==> config.mk <==
export PLATFORM = sky130hd
export DESIGN_NAME = spi_px_master
export DESIGN_NICKNAME = d
export VERILOG_FILES = /design/src/rtl/spi_px_master.sv
export SDC_FILE = /design/constraint.sdc
export NUM_CORES = 1
export LEC_CHECK = 0
export ABC_AREA = 1
export CORE_ASPECT_RATIO = 1.25
export CORE_UTILIZATION = 60
export DETAILED_ROUTE_END_ITERATION = 16
export DONT_BUFFER_PORTS = 1
export GPL_TIMING_DRIVEN = 0
export PLACE_DENSITY = 0.87
export SETUP_SLACK_MARGIN = 0.02
export SYNTH_ARGS = -nofsm -noshare
export SYNTH_HDL_FRONTEND = slang
export SYNTH_SLANG_ARGS = --single-unit
==> constraint.sdc <==
create_clock -name clk_i -period 2.2 [get_ports clk_i]
set_input_delay 0.44 -clock clk_i [delete_from_list [all_inputs] [get_ports clk_i]]
set_output_delay 0.44 -clock clk_i [all_outputs]
set_load 0.01 [all_outputs]
==> src/rtl/spi_px_master.sv <==
// SPI mode-0 pixel initiator: one PX_BITS-wide full-duplex MSB-first transfer per CS frame.
// Define SPI_PX_MASTER_BURST_EN to chain pixels into a single CS frame while the source keeps up.
module spi_px_master #(
   parameter int PX_BITS = 24,
   parameter int CLK_DIV = 4,
   parameter int CS_GAP  = 2
) (
   input  logic               clk_i,
   input  logic               reset_i,
   input  logic [PX_BITS-1:0] tx_px_i,
   input  logic               tx_valid_i,
   output logic               tx_ready_o,
   output logic [PX_BITS-1:0] rx_px_o,
   output logic               rx_valid_o,
   output logic               busy_o,
   output logic               spi_sck_o,
   output logic               spi_cs_o,
   output logic               spi_sdo_o,
   input  logic               spi_sdi_i
);

   localparam int GAP_CYC = CS_GAP * CLK_DIV;
   localparam int CNT_W   = $clog2(GAP_CYC + 1);
   localparam int BIT_W   = $clog2(PX_BITS);

   typedef enum logic [2:0] {
      IDLE,
      SETUP,
      SCK_HI,
      SCK_LO,
      GAP
   } state_t;

   state_t             state;
   state_t             state_next;
   logic [CNT_W-1:0]   cnt;
   logic [BIT_W-1:0]   bit_cnt;
   logic [PX_BITS-2:0] tx_sreg;
   logic [PX_BITS-1:0] rx_sreg;
   logic               last_bit;
   logic               ready_en;
   logic               ready;
   logic               accept;
   logic               half_done;
   logic               gap_done;

   assign half_done  = (cnt == CNT_W'(CLK_DIV - 1));
   assign gap_done   = (cnt == CNT_W'(GAP_CYC - 1));
   assign accept     = tx_valid_i && ready;
   assign tx_ready_o = ready;
   assign busy_o     = (state != IDLE);

   always_ff @(posedge clk_i) begin
      if (reset_i) begin
         state <= IDLE;
      end else begin
         state <= state_next;
      end
   end

   // ready_en keeps tx_ready_o low for the first cycle after reset releases
   always_comb begin
      state_next = state;
      ready      = 1'b0;
      case (state)
         IDLE: begin
            ready = ready_en;
            if (tx_valid_i && ready_en) begin
               state_next = SETUP;
            end
         end
         SETUP: begin
            if (half_done) begin
               state_next = SCK_HI;
            end
         end
         SCK_HI: begin
            if (half_done) begin
               state_next = SCK_LO;
            end
         end
         SCK_LO: begin
            if (half_done) begin
               if (!last_bit) begin
                  state_next = SCK_HI;
               end else begin
`ifdef SPI_PX_MASTER_BURST_EN
                  ready      = 1'b1;
                  state_next = tx_valid_i ? SCK_HI : GAP;
`else
                  state_next = GAP;
`endif
               end
            end
         end
         GAP: begin
            if (gap_done) begin
               state_next = IDLE;
            end
         end
         default: begin
            state_next = IDLE;
         end
      endcase
   end

   // SPI pins and shift registers change only on half-period boundaries;
   // MISO is sampled on the same edge that raises SCK
   always_ff @(posedge clk_i) begin
      if (reset_i) begin
         cnt        <= '0;
         bit_cnt    <= '0;
         tx_sreg    <= '0;
         rx_sreg    <= '0;
         last_bit   <= 1'b0;
         ready_en   <= 1'b0;
         spi_sck_o  <= 1'b0;
         spi_cs_o   <= 1'b1;
         spi_sdo_o  <= 1'b0;
         rx_px_o    <= '0;
         rx_valid_o <= 1'b0;
      end else begin
         ready_en   <= 1'b1;
         rx_valid_o <= 1'b0;
         cnt        <= ((state_next != state) || (state == IDLE)) ? '0 : cnt + 1'b1;

         if (accept) begin
            tx_sreg   <= tx_px_i[PX_BITS-2:0];
            spi_sdo_o <= tx_px_i[PX_BITS-1];
            bit_cnt   <= BIT_W'(PX_BITS - 1);
            last_bit  <= 1'b0;
            spi_cs_o  <= 1'b0;
         end

         case (state)
            SETUP: begin
               if (half_done) begin
                  spi_sck_o <= 1'b1;
                  rx_sreg   <= {rx_sreg[PX_BITS-2:0], spi_sdi_i};
               end
            end
            SCK_HI: begin
               if (half_done) begin
                  spi_sck_o <= 1'b0;
                  if (bit_cnt != '0) begin
                     spi_sdo_o <= tx_sreg[PX_BITS-2];
                     tx_sreg   <= tx_sreg << 1;
                     bit_cnt   <= bit_cnt - 1'b1;
                  end else begin
                     last_bit <= 1'b1;
                  end
               end
            end
            SCK_LO: begin
               if (half_done) begin
                  if (state_next == SCK_HI) begin
                     spi_sck_o <= 1'b1;
                     rx_sreg   <= {rx_sreg[PX_BITS-2:0], spi_sdi_i};
                  end
                  // the final low half doubles as CS hold; the frame completes here
                  if (last_bit) begin
                     rx_px_o    <= rx_sreg;
                     rx_valid_o <= 1'b1;
                  end
                  if (state_next == GAP) begin
                     spi_cs_o  <= 1'b1;
                     spi_sdo_o <= 1'b0;
                  end
               end
            end
            default: begin
            end
         endcase
      end
   end

endmodule
==> reports/metrics.cfg, run 1 <==
[timing]
timing.setup.tns_ps = 0
finClkSkew_ps = 5.328
final.min_clock_period_ps = 1955
relSlewSlack_pct = 65.13
worst_slew_pin_slew_ps = 521.4
finalCritPeriodShare_pct = 88.86
hold_viol_final = 0
max_freq_mhz = 511.5
rsz0062_at_grt = no
final-setup-viol-count = 0
report.final.slew_viol_count = 0

[global_routing]
grt_pass1_wl_microns = 12200
grt_max_degree = 14
grt_use_total_pct = 24.33
grt_pass1_vias = 2924
gr-total-overflow = 0
antenna_found_initial = 0

[setup_path]
cp-end-kind = flop
arrival_ps = 2190
cpPeakStageDelay_ps = 360
slowest_stage = dfxtp_1
r2r-start = cnt[0]$_SDFF_PP0_
crit_path_start_kind = flop
path_class = reg2reg
r2r_end = rx_sreg[13]$_SDFFE_PP0P_
regToRegSetupSlack_ps = 250
crit_required_ps = 2440
rr_worst_depth = 12
crit_fanout = 10
cp_common_cell = nand2_2
crit_chain = ha_1 > nand2_1 > nor2_4 > nand2_2 > nand2_2 > nor2_4 > nand2_1 > nand2_2 > buf_6 > buf_8 > a21oi_1 > nor2_1

[layout]
nFillCells = 504
syn_to_final_growth_pct = 8.046
antennaDiodeCount = 0
finalNetCount = 516
multi_input_area_sq_um = 1582
seqCellArea_sq_um = 1782
drive_gt1_share_pct = 12.42
fin_area_sq_um = 3965

[floorplanning]
rows = 31
die-area_sq_um = 6435
die_h_microns = 89.44
initial_core_util_pct = 62.66
core_sq_um = 5857
die_w_microns = 71.95
io_pins = 58

[clocking]
path_clk_slew_ps = 80
cts_setup_buffers = 0
cts_buffer_depth = 2
clock_latency_ps = 340
cts_hold_buffers = 0
htreeDepth = 3
cts_resized = 0
cts.sinks = 89
cts_buffers = 9
cts_root_buf = clkbuf_8
tritoncts = built

[worst_hold_path]
holdCritPathClass = in2reg
hold_depth = 2
whs_endpoint = tx_sreg[22]$_SDFF_PP0_
min_from = tx_px_i[22]

[place]
gp_congestion = 0.8685
hpwl_microns = 5233
post_dp_cell_area_sq_um = 3772
portBuffers = 0

[synth]
synthArstFlopShare_pct = 0
syn_area_sq_um = 3670
synth_cell_types = 31
syn_inst = 475
synth_nets = 505
synth_common_cells = 89 x dfxtp_1, 68 x nand2_1, 63 x nor2_1
syn_avg_cell_area_sq_um = 7.726
yosysTopAreaCell = dfxtp_1
synth_top_area_share_pct = 48.55
yosysWarnings = 0
yosysMostFrequentCell = dfxtp_1
ys_ff_latch = 89
synth_area_leaders = dfxtp_1 49%, nand3_1 7.6%, o21ai_0 7.5%
synthFlopType = dfxtp_1
synth_edf_count = 0
seq_area_frac_synth_pct = 48.55

[power_and_ir_drop]
irDropWorstVdd_mv = 0.6053
internal_power_w = 0.002306
leakage_nw = 1.474
combPwrFrac_pct = 8.6
switching_power_w = 0.0007459
switching_share_pct = 24.44
p_seq_share_pct = 56.8
p_per_area_nw_per_um2 = 769.8
pwr-share-clk_pct = 34.6

[run_status]
status = completed

[routing]
dr_total_vias = 3091
routed_via_density = 5.394
avgRoutedWirePerCell_microns = 12.71
drc = 0
drtIter0Drc = 191
antenna_left = 0
firstDrtPassIters = 5
drt-total-wl_microns = 7282

[job]
drv_cap = 0

==> flip-flops by register name, indices dropped and copies added (netlist names) <==
name	cells
bit_cnt	5
cnt	4
last_bit	1
ready_en	1
rx_px_o	24
rx_sreg	24
rx_valid_o	1
spi_cs_o	1
spi_sck_o	1
spi_sdo_o	1
state	3
tx_sreg	23
==> cell families (layout without fill, tap and decap cells) <==
kind of cell,Yosys count,in the layout,synth area share [%]
AOI/OAI and AO/OA,109,109,17.18
DFF,89,89,48.55
buffers and inverters,69,85,8.353
xor gates and xnor gates,4,4,0.9548
adders and majority gates,2,2,0.6818
and+or+nand+nor,202,202,24.28
==> routing by layer <==
metal	up-vias	share of wire, %	track usage (%)
li1	1569	-	-
met1	1417	42	25.63
met2	87	51	44.08
met3	18	5.0	5.862
met4	0	2.8	14.62
met5	-	0	0
==> worst max-delay path by stage <==
stage / from / end / slack (ps) / cells after the start
global placement: cnt[0]$_SDFF_PP0_ / rx_sreg[13]$_SDFFE_PP0P_ / 330 / 12
floorplan: cnt[0]$_SDFF_PP0_ / rx_sreg[13]$_SDFFE_PP0P_ / 490 / 12
CTS: cnt[0]$_SDFF_PP0_ / rx_sreg[23]$_SDFFE_PP0P_ / 230 / 12
detailed placement: cnt[0]$_SDFF_PP0_ / rx_sreg[23]$_SDFFE_PP0P_ / 260 / 12
global route: cnt[0]$_SDFF_PP0_ / rx_px_o[0]$_SDFFE_PP0P_ / 70 / 8
finish: cnt[0]$_SDFF_PP0_ / rx_sreg[13]$_SDFFE_PP0P_ / 250 / 12
==> cells in the final DEF, fill, tap and decap left out, types with 2 or more instances in the layout <==
master | netlist | final
dfxtp_1 | 89 | 89
nand2_1 | 68 | 68
nor2_1 | 63 | 63
nand3_1 | 56 | 56
o21ai_0 | 55 | 55
inv_1 | 37 | 37
a21oi_2 | 18 | 18
o21ai_1 | 18 | 18
clkbuf_1 | 16 | 17
a21oi_1 | 14 | 14
clkbuf_8 | 0 | 13
buf_2 | 8 | 8
nand2_2 | 4 | 4
nor2_2 | 3 | 3
inv_2 | 2 | 2
nor2_4 | 2 | 2
buf_8 | 2 | 2
buf_4 | 2 | 2
nor3_1 | 2 | 2
xor2_1 | 2 | 2
xnor2_1 | 2 | 2
ha_1 | 2 | 2
clkinv_2 | 0 | 2
==> power by group through the flow <==
stage | registers, W | clock network (W) | logic [W]
after floorplan | 0.00176 | 0 | 0.000212
after global placement | 0.00177 | 0 | 0.000254
after detailed placement | 0.00177 | 0 | 0.000262
after CTS | 0.00173 | 0.00108 | 0.000265
after global routing | 0.00174 | 0.00114 | 0.000304
final | 0.00173 | 0.00106 | 0.000263
==> critical path: cells and delay by family (launching register included) <==
family                   cells  cell delay (ps)
buffers and inverters        2              300
adder cells (fa/ha/maj)      1              260
flip-flops                   1              360
AND/OR/NAND/NOR              8              810
AO/OA/AOI/OAI                1              130
==> through the flow <==
stage          worst slack, ps  std cells  util (%)  hold WS, ps  power [W]
4_1_cts                  233.5        573     67.70        247.8   0.003073
6_report                 245.0        573     67.70        260.0   0.003052
2_1_floorplan            493.7        475         -        417.9   0.001969
3_5_place_dp             260.5        557     64.41        456.8   0.002030
3_3_place_gp             334.4        557     64.41        428.0   0.002019
5_1_grt                  74.27        573     67.70        246.8   0.003192
==> layout make-up <==
type / instances / share of cell area [%]
plain buffers: 29 / 3.944
clock buffers: 14 / 4.607
clock inverters: 2 / 0.2524
inverters: 40 / 3.787
multi-input cells: 317 / 39.89
flip-flops and latches: 89 / 44.94
well taps: 82 / 2.588
Note: power is estimated with default switching activity, not from simulation.
==> run 2, diff against run 1 <==
--- a/config.mk
+++ b/config.mk
@@ -12,6 +12,7 @@
 export DONT_BUFFER_PORTS = 1
 export GPL_TIMING_DRIVEN = 0
 export PLACE_DENSITY = 0.87
+export REMOVE_ABC_BUFFERS = 1
 export SETUP_SLACK_MARGIN = 0.02
 export SYNTH_ARGS = -nofsm -noshare
 export SYNTH_HDL_FRONTEND = slang
==> reports/metrics.cfg, run 2 (same netlist as run 1, synthesis figures left out) <==
[run_status]
status = completed

[place]
portBuffers = 0
post_dp_cell_area_sq_um = 3689
gp_congestion = 0.8119
hpwl_microns = 4516

[clocking]
cts_buffer_depth = 2
path_clk_slew_ps = 90
cts_buffers = 9
cts_setup_buffers = 0
htreeDepth = 3
cts_root_buf = clkbuf_8
cts_hold_buffers = 0
clock_latency_ps = 350
tritoncts = built
cts.sinks = 89

[setup_path]
crit_path_start_kind = flop
path_class = reg2reg
crit_required_ps = 2480
arrival_ps = 2290
cp-end-kind = flop
crit_fanout = 48

[timing]
timing.setup.tns_ps = 0
final.min_clock_period_ps = 2007
rsz0062_at_grt = no
final-setup-viol-count = 0
holdWs_ps = 159.0
hold_viol_final = 0
report.final.slew_viol_count = 0
max_freq_mhz = 498.2
worst_slew_pin_slew_ps = 740.3
relSlewSlack_pct = 50.34
finalCritPeriodShare_pct = 91.24
finClkSkew_ps = 11.73

[routing]
drc = 0
wl_met1_microns = 2933
antenna_left = 0
routed_via_density = 5.420
firstDrtPassIters = 4
drt-total-wl_microns = 6906
dr_total_vias = 2965
wl_met2_microns = 3505
avgRoutedWirePerCell_microns = 12.63
drtIter0Drc = 201
wl_met3_microns = 393
top_layer = met4

[global_routing]
grt_pass1_vias = 2805
gr-total-overflow = 0
grt_max_degree = 49
antenna_found_initial = 0
grt_pass1_wl_microns = 11470
grt_use_total_pct = 22.73

[floorplanning]
io_pins = 58
core_sq_um = 5857
die_h_microns = 89.44
rows = 31
die-area_sq_um = 6435
die_w_microns = 71.95
initial_core_util_pct = 62.66

[layout]
finalNetCount = 490
layout.cells.most_common = dfxtp_1
final_cell_mix = 89 x dfxtp_1, 68 x nand2_1, 60 x nor2_1, 56 x nand3_1, 55 x o21ai_0
reg.largest.list = rx_px_o x24, rx_sreg x24, tx_sreg x23
drive_gt1_share_pct = 12.04
syn_to_final_growth_pct = 7.058
antennaDiodeCount = 0
fin_area_sq_um = 3929

[power_and_ir_drop]
irDropWorstVdd_mv = 0.4951
leakage_nw = 1.423
p_per_area_nw_per_um2 = 792.1

[job]
drv_cap = 0

[worst_hold_path]
holdCritPathClass = in2reg

run 2: worst max-delay path, cell delays in order (launching register included):
cell and delay (ps):
dfxtp_1 370, ha_2 240, nand2_1 100, nor2_4 180, nand2_2 130, nand2_2 110, nor2_4 40, nand2_1 190
nand2_8 240, nand3_1 160, nand2_1 60, nor2_1 120
run 2: path summary, 6_finish.rpt:
| check | start | endpoint | depth (start not counted) | slack (ps) |
|---|---|---|---|---|
| min | reset_i | rx_valid_o$_SDFF_PP0_ | 1 | 160 |
| min reg2reg | cnt[0]$_SDFF_PP0_ | cnt[0]$_SDFF_PP0_ | 1 | 470 |
| max reg2reg | cnt[0]$_SDFF_PP0_ | rx_sreg[15]$_SDFFE_PP0P_ | 11 | 190 |
| max | cnt[0]$_SDFF_PP0_ | rx_sreg[15]$_SDFFE_PP0P_ | 11 | 190 |
run 2: where the power goes:
group          total, W  internal [W]  switching, W  leakage [nW]
clock network   0.00112      0.000558      0.000564         0.103
logic          0.000257     0.0000880      0.000169         0.596
registers       0.00173       0.00169     0.0000479         0.724
total           0.00311       0.00233      0.000780          1.42
run 2: stage by stage:
stage | power, W | utilization, % | setup WS, ps | cells
2_1_floorplan | 0.001955 | - | -960.9 | 446
3_5_place_dp | 0.002022 | 62.98 | -255.2 | 531
4_1_cts | 0.003135 | 66.72 | 78.64 | 547
3_3_place_gp | 0.002003 | 61.74 | -1567 | 528
5_1_grt | 0.003250 | 67.08 | 13.46 | 547
6_report | 0.003112 | 67.08 | 192.6 | 547
run 2: cell type report:
| cell class | instances | area, sq um |
|---|---|---|
| fillers | 479 | 1928 |
| flip-flops and latches | 89 | 1782 |
| multi-input cells | 317 | 1629 |
| inverters | 40 | 150.1 |
| clock buffers | 10 | 137.6 |
| well taps | 82 | 102.6 |
| clock inverters | 6 | 65.06 |
| repair buffers | 3 | 62.56 |
run 2: per-layer routing:
| layer | up-vias | track usage (%) |
|---|---|---|
| met2 | 81 | 43.91 |
| met5 | - | 0 |
| li1 | 1519 | - |
| met4 | 0 | 11.41 |
| met3 | 6 | 4.622 |
| met1 | 1359 | 23.14 |
run 2: repair_timing:
item | in CTS | in global routing
pin swaps | 0 | 1
gates resized for setup | 3 | 4
setup endpoints to repair | 52 | 47
==> run 3, diff against run 2 <==
--- a/config.mk
+++ b/config.mk
@@ -6,8 +6,10 @@
 export NUM_CORES = 1
 export LEC_CHECK = 0
 export ABC_AREA = 1
-export CORE_ASPECT_RATIO = 1.25
+export CORE_ASPECT_RATIO = 1.5
+export CORE_MARGIN = 2
 export CORE_UTILIZATION = 60
+export CTS_CLUSTER_SIZE = 14
 export DETAILED_ROUTE_END_ITERATION = 16
 export DONT_BUFFER_PORTS = 1
 export GPL_TIMING_DRIVEN = 0
==> reports/metrics.cfg, run 3 (same netlist as run 1, synthesis figures left out) <==
[setup_path]
crit_fanout = 24
cpPeakStageDelay_ps = 360
crit_path_start_kind = flop
slowest_stage = dfxtp_1
crit_required_ps = 2460
arrival_ps = 2260
cp-end-kind = flop
crit_chain = ha_1 > nand2_1 > nor2_4 > nand2_2 > nand2_2 > nor2_4 > nand2_2 > nand2_8 > a21oi_2 > nor2_1
path_delay_family = simple AND/OR/NAND/NOR gates
crit_buf_inv = 0
cp_common_cell = nand2_2
path_class = reg2reg

[floorplanning]
die_h_microns = 99.79
die-area_sq_um = 6771
core_sq_um = 5871
initial_core_util_pct = 62.51
rows = 34
io_pins = 58
die_w_microns = 67.86

[layout]
multi_input_area_sq_um = 1655
drive_gt1_share_pct = 12.66
reg.largest.list = rx_px_o x24, rx_sreg x24, tx_sreg x23
antennaDiodeCount = 0
layout.cells.most_common = dfxtp_1
seqCellArea_sq_um = 1783
final_cell_mix = 88 x dfxtp_1, 67 x nand2_1, 60 x nor2_1, 56 x nand3_1, 55 x o21ai_0
nFillCells = 488
syn_to_final_growth_pct = 6.717
finalNetCount = 491

[routing]
dr_total_vias = 3018
drc = 0
antenna_left = 0
drtIter0Drc = 267
avgRoutedWirePerCell_microns = 13.52
firstDrtPassIters = 4
routed_via_density = 5.610
drt-total-wl_microns = 7274

[timing]
hold_viol_final = 0
fin_ws_ps = 204.9
final-setup-viol-count = 0
finClkSkew_ps = 8.664
holdWs_ps = 137.0
report.final.slew_viol_count = 0
max_freq_mhz = 501.2
rsz0062_at_grt = no
worst_slew_pin_slew_ps = 847.7
finalCritPeriodShare_pct = 90.69
relSlewSlack_pct = 43.41
final.min_clock_period_ps = 1995

[global_routing]
antenna_found_initial = 0
grt_max_degree = 54
grt_pass1_vias = 2782
grt_pass1_wl_microns = 11740
grt_use_total_pct = 22.61
gr-total-overflow = 0

[clocking]
cts_root_buf = clkbuf_8
cts.sinks = 89
path_clk_slew_ps = 90
cts_buffers = 9
cts_setup_buffers = 0
clock_latency_ps = 370
cts_buffer_depth = 2
tritoncts = built
htreeDepth = 3

[run_status]
status = completed

[place]
hpwl_microns = 4580
gp_congestion = 0.7439
post-place-ws_ps = -394.3
portBuffers = 0

[power_and_ir_drop]
leakage_nw = 1.425
irDropWorstVdd_mv = 0.6793
p_per_area_nw_per_um2 = 799.9

[job]
drv_cap = 0

[worst_hold_path]
holdCritPathClass = in2reg

run 3: cell types whose count changed in the layout (fill, tap and decap cells not counted), sizes merged:
cell and change:
inv +2, buf -1, clkbuf -1, clkinvlp -1, nand2 +1, nor2 +1
run 3: worst paths after layout:
path              slack (ps)  cells past startpoint                       end               from
hold / removal           140                      1       last_bit$_SDFF_PP0_            reset_i
setup reg to reg         200                     10  rx_sreg[14]$_SDFFE_PP0P_  cnt[0]$_SDFF_PP0_
setup / recovery         200                     10  rx_sreg[14]$_SDFFE_PP0P_  cnt[0]$_SDFF_PP0_
hold reg to reg          460                      1         cnt[0]$_SDFF_PP0_  cnt[0]$_SDFF_PP0_
run 3: power by group:
| group | internal, W | total [W] | switching (W) |
|---|---|---|---|
| Clock | 0.000536 | 0.00115 | 0.000609 |
| Combinational | 0.0000827 | 0.000254 | 0.000171 |
| Sequential | 0.00169 | 0.00173 | 0.0000476 |
| Total | 0.00231 | 0.00313 | 0.000827 |
run 3: timing repair:
action,CTS,global route
resized for setup,4,5
hold buffers,0,0
cloned,0,2
pin swaps,0,3
endpoints found under the setup margin,52,48
run 3: area by class of cell:
type	instances	area share, %
clock inverter	7	2.013
sequential	89	45.53
tap	72	2.300
inverter	40	3.834
clock buffer	9	3.163
timing repair buffer	2	0.8946
multi-input combinational	319	42.27
run 3: metal layers:
layer / routed length (microns) / global-route usage, %
met5: 0 / 0
met4: 142 / 11.85
met3: 295 / 5.269
met2: 3818 / 40.65
met1: 3017 / 23.53
run 3: metrics by stage:
stage               setup TNS, ps  total power [W]  utilization, %  area [sq um]  instances
floorplan                  -32570         0.001955               -          3513        446
global placement           -68670         0.002003           61.38          3603        518
detailed placement         -12000         0.002019           62.15          3649        520
CTS                             0         0.003144           65.96          3872        536
global route                    0         0.003261           66.71          3916        538
finish                          0         0.003133           66.71          3916        538
run 3: worst reg2reg max path, cell delays in order, from the launching register on:
cell and delay (ps):
dfxtp_1 360, ha_1 270, nand2_1 120, nor2_4 170, nand2_2 140, nand2_2 120
nor2_4 40, nand2_2 220, nand2_8 200, a21oi_2 190, nor2_1 60
